<file path="config.mk">
export PLATFORM = sky130hd
export DESIGN_NAME = imm_gen_pipe
export DESIGN_NICKNAME = d
export VERILOG_FILES = /design/src/rtl/imm_gen_pipe.sv
export SDC_FILE = /design/constraint.sdc
export NUM_CORES = 1
export LEC_CHECK = 0
export ABC_AREA = 1
export BUFFER_PORTS_ARGS = -buffer_cell sky130_fd_sc_hd__buf_2
export CORE_AREA = 3 3 164 126
export CTS_CLUSTER_DIAMETER = 150
export CTS_CLUSTER_SIZE = 24
export DETAILED_ROUTE_END_ITERATION = 8
export DIE_AREA = 0 0 167 129
export PLACE_DENSITY = 0.79
export SLEW_MARGIN = 20
export SYNTH_ARGS = -nofsm -noshare
export SYNTH_HDL_FRONTEND = slang
export SYNTH_SLANG_ARGS = --single-unit
</file>
<file path="constraint.sdc">
create_clock -name clk -period 4.11 [get_ports clk]
set_input_delay 0.2055 -clock clk [delete_from_list [all_inputs] [get_ports clk]]
set_output_delay 0.2055 -clock clk [all_outputs]
set_load 0.1 [all_outputs]
</file>
<file path="src/rtl/imm_gen_pipe.sv">
// Pipelined RISC-V immediate generator: decodes instr[6:0], produces the
// XLEN-wide immediate, format code, illegal flag and PC-relative target.
module imm_gen_pipe #(
    parameter int XLEN    = 32,
    parameter bit SKID_EN = 1'b1
) (
    input  logic            clk,
    input  logic            rst,
    input  logic            in_valid,
    output logic            in_ready,
    input  logic [31:0]     in_instr,
    input  logic [XLEN-1:0] in_pc,
    output logic            out_valid,
    input  logic            out_ready,
    output logic [XLEN-1:0] out_imm,
    output logic [2:0]      out_fmt,
    output logic [XLEN-1:0] out_target,
    output logic            out_illegal,
    output logic [XLEN-1:0] out_pc
);

    localparam logic [2:0] FMT_NONE = 3'd0;
    localparam logic [2:0] FMT_I    = 3'd1;
    localparam logic [2:0] FMT_S    = 3'd2;
    localparam logic [2:0] FMT_B    = 3'd3;
    localparam logic [2:0] FMT_U    = 3'd4;
    localparam logic [2:0] FMT_J    = 3'd5;
    localparam logic [2:0] FMT_Z    = 3'd6;

    typedef struct packed {
        logic [XLEN-1:0] imm;
        logic [XLEN-1:0] tgt;
        logic [XLEN-1:0] pc;
        logic [2:0]      fmt;
        logic            ill;
    } bundle_t;

    bundle_t     dec_s;
    bundle_t     out_r;
    bundle_t     skid_r;
    logic        out_valid_r;
    logic        skid_valid_r;
    logic [31:0] imm32_s;
    logic        accept_s;
    logic        out_free_s;

    // Opcode decode into a 32-bit immediate; extension to XLEN happens below.
    always_comb begin
        imm32_s     = 32'd0;
        dec_s.fmt   = FMT_NONE;
        dec_s.ill   = 1'b0;
        case (in_instr[6:0])
            7'b0010011, 7'b0000011, 7'b1100111: begin
                dec_s.fmt = FMT_I;
                imm32_s   = {{20{in_instr[31]}}, in_instr[31:20]};
            end
            7'b0100011: begin
                dec_s.fmt = FMT_S;
                imm32_s   = {{20{in_instr[31]}}, in_instr[31:25], in_instr[11:7]};
            end
            7'b1100011: begin
                dec_s.fmt = FMT_B;
                imm32_s   = {{19{in_instr[31]}}, in_instr[31], in_instr[7],
                             in_instr[30:25], in_instr[11:8], 1'b0};
            end
            7'b0110111, 7'b0010111: begin
                dec_s.fmt = FMT_U;
                imm32_s   = {in_instr[31:12], 12'd0};
            end
            7'b1101111: begin
                dec_s.fmt = FMT_J;
                imm32_s   = {{11{in_instr[31]}}, in_instr[31], in_instr[19:12],
                             in_instr[20], in_instr[30:21], 1'b0};
            end
            7'b1110011: begin
                dec_s.fmt = FMT_Z;
                imm32_s   = {27'd0, in_instr[19:15]};
            end
            7'b0110011, 7'b0001111: begin
                dec_s.fmt = FMT_NONE;
            end
            default: begin
                dec_s.ill = 1'b1;
            end
        endcase

        // The CSR zimm is the only unsigned immediate; all others extend instr[31].
        if (dec_s.fmt == FMT_Z) begin
            dec_s.imm = XLEN'(imm32_s);
        end else begin
            dec_s.imm = XLEN'($signed(imm32_s));
        end

        // JALR is excluded: its base is rs1, which is not known at this stage.
        if ((dec_s.fmt == FMT_B) || (dec_s.fmt == FMT_J) || (in_instr[6:0] == 7'b0010111)) begin
            dec_s.tgt = in_pc + dec_s.imm;
        end else begin
            dec_s.tgt = {XLEN{1'b0}};
        end
        dec_s.pc = in_pc;
    end

    // Upstream ready: blocked by reset, otherwise by a full skid (or a stalled output without one).
    always_comb begin
        if (rst) begin
            in_ready = 1'b0;
        end else if (SKID_EN) begin
            in_ready = !skid_valid_r;
        end else begin
            in_ready = !out_valid_r || out_ready;
        end
    end

    assign accept_s   = in_valid && in_ready;
    assign out_free_s = !out_valid_r || out_ready;

    // Output register and skid: the skid always drains ahead of new input to keep FIFO order.
    always_ff @(posedge clk) begin
        if (rst) begin
            out_valid_r  <= 1'b0;
            skid_valid_r <= 1'b0;
            out_r        <= '{default: '0};
            skid_r       <= '{default: '0};
        end else if (out_free_s) begin
            if (skid_valid_r) begin
                out_r        <= skid_r;
                out_valid_r  <= 1'b1;
                skid_valid_r <= 1'b0;
            end else if (accept_s) begin
                out_r       <= dec_s;
                out_valid_r <= 1'b1;
            end else begin
                out_valid_r <= 1'b0;
            end
        end else if (accept_s && SKID_EN) begin
            skid_r       <= dec_s;
            skid_valid_r <= 1'b1;
        end
    end

    assign out_valid   = out_valid_r;
    assign out_imm     = out_r.imm;
    assign out_fmt     = out_r.fmt;
    assign out_target  = out_r.tgt;
    assign out_illegal = out_r.ill;
    assign out_pc      = out_r.pc;

endmodule

</file>
# ---- Word-level counts from Yosys, hierarchy flattened
# Index checks and enable logic that the tools add are counted.
dict set report word_totals {
  reg_bits 202
  inputBits 68
  output_inout_bits 102
}
dict set report op_classes {
  n_bitwise 1
  n_addsub 1
  mux 9
  reduce_logical 13
  n_eq_ne 13
}
# operator n
set ops {}
lappend ops {{$mux 100} 2}
lappend ops {{$pmux 32 s6} 1}
lappend ops {{$add 32x32->32} 1}
lappend ops {{$mux 32} 1}
lappend ops {{$eq 7x7->1 const B} 4}
lappend ops {{$eq 7x6->1 const B} 3}
lappend ops {{$pmux 3 s6} 1}
lappend ops {{$eq 7x5->1 const B} 2}
lappend ops {{$reduce_or 11->1} 1}
lappend ops {{$eq 7x2->1 const B} 1}
lappend ops {{$eq 7x4->1 const B} 1}
lappend ops {{$mux 1} 4}
lappend ops {{$reduce_and 2->1} 2}
lappend ops {{$reduce_or 2->1} 2}
lappend ops {{$eq 3x2->1 const B} 1}
lappend ops {{$eq 3x3->1 const B} 1}
lappend ops {{$logic_or 1x1->1} 3}
lappend ops {{$reduce_or 3->1} 1}
lappend ops {{$logic_not 1->1} 2}
lappend ops {{$reduce_bool 2->1} 1}
lappend ops {{$logic_and 1x1->1} 1}
lappend ops {{$not 1->1} 1}

# ---- Logic depth before layout (Yosys ltp)
# Gate-level depths: netlist of run 1.
dict set report depth {
  ltp_word 9
  mapped_depth 23
}

# ---- Least setup slack after synthesis of run 1
# Ideal clock, no wire load.
dict set report synth_timing {
  kind {input to register}
  start {input port in_instr[1]}
  end {register out_r, in the netlist out_target[12]}
  arrival_ns 2.545
  setup_time_ns 0.132
  required_ns 3.978
  path_stages 17
  path_slack_ns 1.433
  n_path_buf 0
  path_cell_list {nand2_1 -> inv_1 -> nand3_1 -> nand2_1 -> a22oi_1 -> o21ai_0 -> ha_1 -> fa_1 -> nand2_1 -> nand3_1 -> and2_1 -> nand3_1 -> nand3_1 -> or2_2 -> nand3_1 -> a21o_1 -> a21oi_1}
}
# element line_no
set synth_rtl {}
lappend synth_rtl {{from (decl)} 11} ;# input logic [31:0] in_instr,
lappend synth_rtl {{to (signal assigned)} 126} ;# out_r <= skid_r;
lappend synth_rtl {{to (signal assigned)} 130} ;# out_r <= dec_s;
lappend synth_rtl {{to (decl)} 39} ;# bundle_t out_r;

==> results of run 1 <==
[per-layer routing]
layer | track usage | wire [µm]
met3 | 0.06173 | 3019
met5 | 0 | 0
met2 | 0.4585 | 13920
met4 | 0.07420 | 806
met1 | 0.3994 | 14410
[where the power goes]
part,switching (µW),internal (µW)
registers,38.9,2030
clock network,649,577
logic,702,176
total,1390,2780
[layout make-up]
type                    count  area (µm²)
clock buffers              13       325.3
clock inverters             1       16.27
fillers                  1839        7193
inverters                 149       561.8
multi-input cells        1215        5804
flip-flops and latches    202        4045
well taps                 253       316.6
repair buffers            181       950.9
[path summary, 6_finish.rpt]
path | depth (start not counted) | to | from | slack [ns]
hold reg to reg | 2 | out_target[1]$_SDFFE_PP0P_ | out_target[1]$_SDFFE_PP0P_ | 0.46
setup / recovery | 21 | out_target[10]$_SDFFE_PP0P_ | in_instr[1] | 1.08
hold / removal | 3 | skid_r[32]$_SDFFE_PP0P_ | in_pc[28] | 0.02
setup reg to reg | 7 | skid_r[99]$_SDFFE_PP0P_ | skid_valid_r$_SDFFE_PP0P_ | 1.16
[cell usage after synthesis, types with 3 or more instances]
master	number
a21o_1	7
a21oi_1	168
a31oi_1	36
buf_1	4
buf_2	21
buf_4	4
buf_6	3
clkbuf_1	59
dfxtp_1	202
ha_1	31
inv_1	144
inv_2	5
nand2_1	427
nand2_2	5
nand3_1	48
nand3_2	9
nand3b_1	8
nand4_1	7
nor2_1	220
nor2_2	3
nor3_1	8
o211ai_1	11
o21ai_0	182
o21ai_1	6
o21ai_2	6
o21bai_1	4
or2_2	13
[worst min-delay path: cells and delay by family]
family | cells | cell delay [ns]
buf+inv | 1 | 0.11
simple gates | 2 | 0.13
[cell usage in the layout, fill, tap and decap left out, types with 6 or more instances in the layout]
cell type,count
nand2_1,426
nor2_1,220
dfxtp_1,201
o21ai_0,182
buf_2,169
a21oi_1,168
inv_1,143
nand3_1,48
a31oi_1,36
ha_1,31
or2_2,13
clkbuf_16,13
o211ai_1,11
buf_4,10
nand3_2,9
nor3_1,8
nand3b_1,8
nand4_1,7
a21o_1,7
nand2_2,6
o21ai_1,6
o21ai_2,6
[state kept, by name, summed over array words and instances (netlist names)]
signal and count:
skid_r 100, out_imm 32, out_pc 32, out_target 32, out_fmt 3, out_illegal 1, out_valid 1, skid_valid_r 1
[through the flow]
step / cells / utilization / hold slack, ns / area (µm²)
2_1_floorplan: 1657 / - / 0.3404 / 10810
3_3_place_gp: 1999 / 0.6073 / 0.4468 / 11670
3_5_place_dp: 1999 / 0.6073 / 0.4534 / 11670
4_1_cts: 2014 / 0.6256 / 0.004017 / 12020
5_1_grt: 2014 / 0.6256 / 0.01940 / 12020
6_report: 2014 / 0.6256 / 0.01542 / 12020
[logic make-up after synthesis]
group	Yosys count	share of synthesized area
fa+ha+maj	32	0.03773
buf+inv	240	0.08924
flops	202	0.3741
xor+xnor	2	0.001621
simple gates	755	0.2872
compound gates	426	0.2102
==> flow_metrics.py, run 1 <==
metrics = {
    "sta": {
        "hold_violations": 0,
        "fin_ws_ns": 1.078,
        "rsz0062_at_grt": "false",
        "period_minus_slack_ns": 3.032,
        "setup_tns_ns": 0,
        "fmax_mhz": 329.8,
        "maxSlewViolCount": 0,
        "setup_viol": 0,
        "fin_crit_sh": 0.7378,
        "relSlewSlack": 0.3559,
        "worst_clock_skew_ns": 0.01635,
        "worst_pin_slew_ns": 0.9647,
    },
    "yosys": {
        "yosysWarnings": 0,
        "synth_edf_count": 0,
        "synth.largest_area_cell": "dfxtp_1",
        "post_synth.cell_area_avg_um2": 6.524,
        "synth_top_area_share": 0.3741,
        "synth_area_leaders": "dfxtp_1 37%, nand2_1 15%, o21ai_0 8.4%",
        "ys_dominant_reg_cell": "dfxtp_1",
        "seq_area_frac_synth": 0.3741,
        "ys_seq_elements": 202,
        "synthCells": 1657,
        "async_flop_share": 0,
        "synth_area_um2": 10810,
        "syn-num-nets": 1757,
        "ys_types": 39,
    },
    "critical_path": {
        "crit_path_end_kind": "flop",
        "arrival_ns": 3.36,
        "path_cells": "buf_2 > nand2_1 > inv_1 > nand3_1 > nand2_1 > nor2_1 > inv_1 > nand2_1 > o211ai_1 > fa_1 > nand2_1 > nand3_1 > nand3_1 > nand2_1 > nand2_1 > nand2_1 > or2_2 > nand3_1 > nand2_1 > o211ai_1 > a21oi_1",
        "cp_common_cell": "nand2_1",
        "required_ns": 4.44,
        "setup.worst_path.start_class": "input pin",
        "max_stage_delay_ns": 0.56,
        "crit_buf_inv": 3,
        "crit_type": "in2reg",
        "path_max_fanout": 4,
        "cp_top_family": "simple AND/OR/NAND/NOR gates",
        "slowest_stage": "fa_1",
    },
    "detailed_routing": {
        "vias_per_cell": 5.610,
        "routed_wl_mm": 32.15,
        "ant_nets": 0,
        "post_drt_wl_per_cell_um": 15.97,
        "route.detailed.drc": 0,
        "drt_first_pass_iters": 5,
        "drt_iter0_drc": 1173,
        "vias": 11298,
    },
    "clock_tree": {
        "clkTransAtPathRegs_ns": 0.09,
        "root_buffer": "clkbuf_16",
        "cts_hold_buf": 1,
        "cts_max_level": 1,
        "cts_resized": 0,
        "cts_setup_buffers": 0,
        "insertion_delay_ns": 0.48,
        "cts-buffers-inserted": 12,
        "clock_sinks": 202,
        "clk_path_buf_depth": 3,
        "cts_tree": "done",
    },
    "finish": {
        "fin_nets": 1861,
        "area_delta_synth_final_pct": 11.19,
        "drive_above_1_share": 0.1380,
        "n_antenna_cell": 0,
    },
    "placed_design": {
        "place_ws_ns": 0.7266,
        "post-dp-hpwl_mm": 22.93,
        "gp_congestion": 1.018,
        "io_buffers": 169,
    },
    "hold_path": {
        "hold_class": "in2reg",
    },
    "floorplanning": {
        "initial_core_util": 0.5626,
        "pin_count": 170,
        "core_um2": 19210,
        "rows": 44,
        "dieArea_um2": 21540,
        "die_w_um": 167,
        "chipHeight_um": 129,
    },
    "grt": {
        "grt_remaining_overflow": 0,
        "grt_max_degree": 85,
        "antenna_found_initial": 0,
        "grtUsageTotal": 0.2872,
        "grt_pass1_vias": 10044,
        "grt_pass1_wl_mm": 51.43,
    },
    "power": {
        "ir_drop_uv": 340.3,
        "finalPower_uw": 4170,
        "p_leak_uw": 0.006197,
        "p_per_area_nw_per_um2": 346.9,
    },
    "run": {
        "max_cap_viol_count": 0,
    },
    "run_status": {
        "outcome": "finished, final reports clean",
    },
}
Note: power is estimated with default switching activity, not from simulation.
==> run 2, diff against run 1 <==
--- a/config.mk
+++ b/config.mk
@@ -7,12 +7,12 @@
 export LEC_CHECK = 0
 export ABC_AREA = 1
 export BUFFER_PORTS_ARGS = -buffer_cell sky130_fd_sc_hd__buf_2
-export CORE_AREA = 3 3 164 126
+export CORE_AREA = 3 3 171 131
 export CTS_CLUSTER_DIAMETER = 150
 export CTS_CLUSTER_SIZE = 24
 export DETAILED_ROUTE_END_ITERATION = 8
-export DIE_AREA = 0 0 167 129
-export PLACE_DENSITY = 0.79
+export DIE_AREA = 0 0 174 134
+export PLACE_DENSITY = 0.76
 export SLEW_MARGIN = 20
 export SYNTH_ARGS = -nofsm -noshare
 export SYNTH_HDL_FRONTEND = slang
==> constraint.sdc (replaced) <==
create_clock -name clk -period 2.6 [get_ports clk]
set_input_delay 0.13 -clock clk [delete_from_list [all_inputs] [get_ports clk]]
set_output_delay 0.13 -clock clk [all_outputs]
set_load 0.1 [all_outputs]
==> run 2 against run 1 <==
Effect of this change: critical endpoint is now out_target[15]$_SDFFE_PP0P_; combinational power grew 86%; global-route usage grew 0.47 points; count of clock-buffer cells in the layout did not move; critical path type unchanged; die area is 8.2% higher; design area increased by 17%; via count rose by 5.7%; hold slack gained 0.083 ns; non-clock buffer count grew 183.
==> flow_metrics.py, run 2 (same netlist as run 1, synthesis figures left out) <==
metrics = {
    "critical_path": {
        "path_max_fanout": 6,
        "crit_type": "in2reg",
        "path_cells": "buf_2 > nand2_2 > nor2_4 > buf_4 > nand3_1 > buf_4 > nand3_1 > ha_2 > nand2_1 > inv_1 > nand2_1 > nand2_1 > a21oi_1 > nand2_1 > buf_4 > or2_2 > nand3_2 > a21o_1 > a21oi_1",
        "r2r-start": "skid_valid_r$_SDFFE_PP0P_",
        "cp_common_cell": "nand2_1",
        "slowest_stage": "ha_2",
        "required_ns": 2.94,
        "crit_path_start": "in_instr[5]",
        "max_stage_delay_ns": 0.34,
        "arrival_ns": 2.82,
        "crit_path_end_kind": "flop",
        "rrSetupSlack_ns": 0.45,
        "setup.worst_path.start_class": "input pin",
    },
    "finish": {
        "largest_register": "skid_r",
        "fin_nets": 2044,
        "fin_cells": 2232,
        "drive_above_1_share": 0.2567,
        "n_antenna_cell": 0,
        "area_delta_synth_final_pct": 30.21,
        "post-route-util": 0.6719,
        "layout_common_cells": "393 x nand2_1, 201 x dfxtp_1, 196 x nor2_1, 180 x o21ai_0, 166 x buf_2",
        "final_area_um2": 14080,
        "largest_register_ff_count": 100,
        "final_common_cell": "nand2_1",
    },
    "grt": {
        "antenna_found_initial": 0,
        "grt_pass1_vias": 10644,
        "grt_pass1_wl_mm": 56.21,
        "grt_remaining_overflow": 0,
        "grtUsageTotal": 0.2920,
        "grt_max_degree": 135,
    },
    "clock_tree": {
        "cts-buffers-inserted": 12,
        "root_buffer": "clkbuf_16",
        "cts_tree": "done",
        "clkTransAtPathRegs_ns": 0.10,
        "cts_max_level": 1,
        "clk_path_buf_depth": 3,
        "clock_sinks": 202,
        "insertion_delay_ns": 0.48,
    },
    "run_status": {
        "outcome": "finished, final reports clean",
    },
    "detailed_routing": {
        "drt_iter0_drc": 1291,
        "routed_wl_mm": 35.69,
        "vias": 11939,
        "ant_nets": 0,
        "route.detailed.drc": 0,
        "post_drt_wl_per_cell_um": 15.99,
        "vias_per_cell": 5.349,
        "drt_first_pass_iters": 5,
    },
    "sta": {
        "maxSlewViolCount": 0,
        "relSlewSlack": 0.3803,
        "rsz0062_at_grt": "true",
        "fin_crit_sh": 0.9508,
        "hold_violations": 0,
        "fmax_mhz": 404.5,
        "setup_viol": 0,
        "setup_tns_ns": 0,
        "fin_ws_ns": 0.1278,
        "worst_clock_skew_ns": 0.02922,
        "worst_pin_slew_ns": 0.9285,
        "period_minus_slack_ns": 2.472,
    },
    "placed_design": {
        "place_ws_ns": -0.5969,
        "gp_congestion": 0.9939,
        "io_buffers": 169,
        "post-dp-hpwl_mm": 24.33,
        "dp.cells": 2170,
        "place_area_um2": 12810,
    },
    "power": {
        "p_per_area_nw_per_um2": 488.9,
        "p_leak_uw": 0.007146,
        "ir_drop_uv": 534.2,
    },
    "hold_path": {
        "min_from": "in_valid",
        "hold_class": "in2reg",
    },
    "floorplanning": {
        "rows": 46,
        "die_w_um": 174,
        "initial_core_util": 0.5160,
        "pin_count": 170,
        "dieArea_um2": 23320,
        "chipHeight_um": 134,
        "core_um2": 20950,
    },
    "run": {
        "max_cap_viol_count": 0,
    },
}
[run 2: power by group]
part / internal, µW / switching, µW
logic: 441 / 1190
registers: 3200 / 56.1
clock network: 914 / 1070
total: 4560 / 2320
[run 2: critical path, delay by kind of cell]
kind                     cells  cell delay [ns]
adder cells (fa/ha/maj)      1             0.34
AND/OR/NAND/NOR             10             1.31
AO/OA/AOI/OAI                3             0.30
buffers and inverters        5             0.72
[run 2: layer usage]
metal  up-vias  wire length (µm)  GRT usage  share of wire
li1       5944                 -          -              -
met3        61              2521    0.03962          0.071
met4         0               990    0.07589          0.028
met2       481             15860     0.4581           0.44
met5         -                 0          0              0
met1      5453             16320     0.4248           0.46
[run 2: path summary, 6_finish.rpt]
path,cells past startpoint,end
hold reg to reg,2,out_target[26]$_SDFFE_PP0P_
setup reg to reg,6,skid_r[72]$_SDFFE_PP0P_
hold / removal,5,out_valid$_SDFFE_PP0P_
setup / recovery,19,out_target[15]$_SDFFE_PP0P_
[run 2: through the flow]
step | total power [µW] | hold WS (ns)
2_1_floorplan | 4387 | 0.2649
3_3_place_gp | 4818 | 0.4054
3_5_place_dp | 4832 | 0.4108
4_1_cts | 6825 | 0.08258
5_1_grt | 7116 | 0.1136
6_report | 6881 | 0.09834
[run 2: cell type report]
type                       instances  area, µm²
timing repair buffer             364       2495
tap                              288      360.3
inverter                         149      564.3
sequential                       202       4045
multi-input combinational       1215       6270
clock buffer                      13      325.3
fill                            1877       6874
clock inverter                     1      16.27
[run 2: repair_timing]
item / CTS / global route
buffers inserted: 3 / 12
hold endpoints to repair: 65 / 0
gates resized for setup: 4 / 122
hold buffers: 33 / 0
pin swaps: 2 / 32
endpoints found under the setup margin: 5 / 52
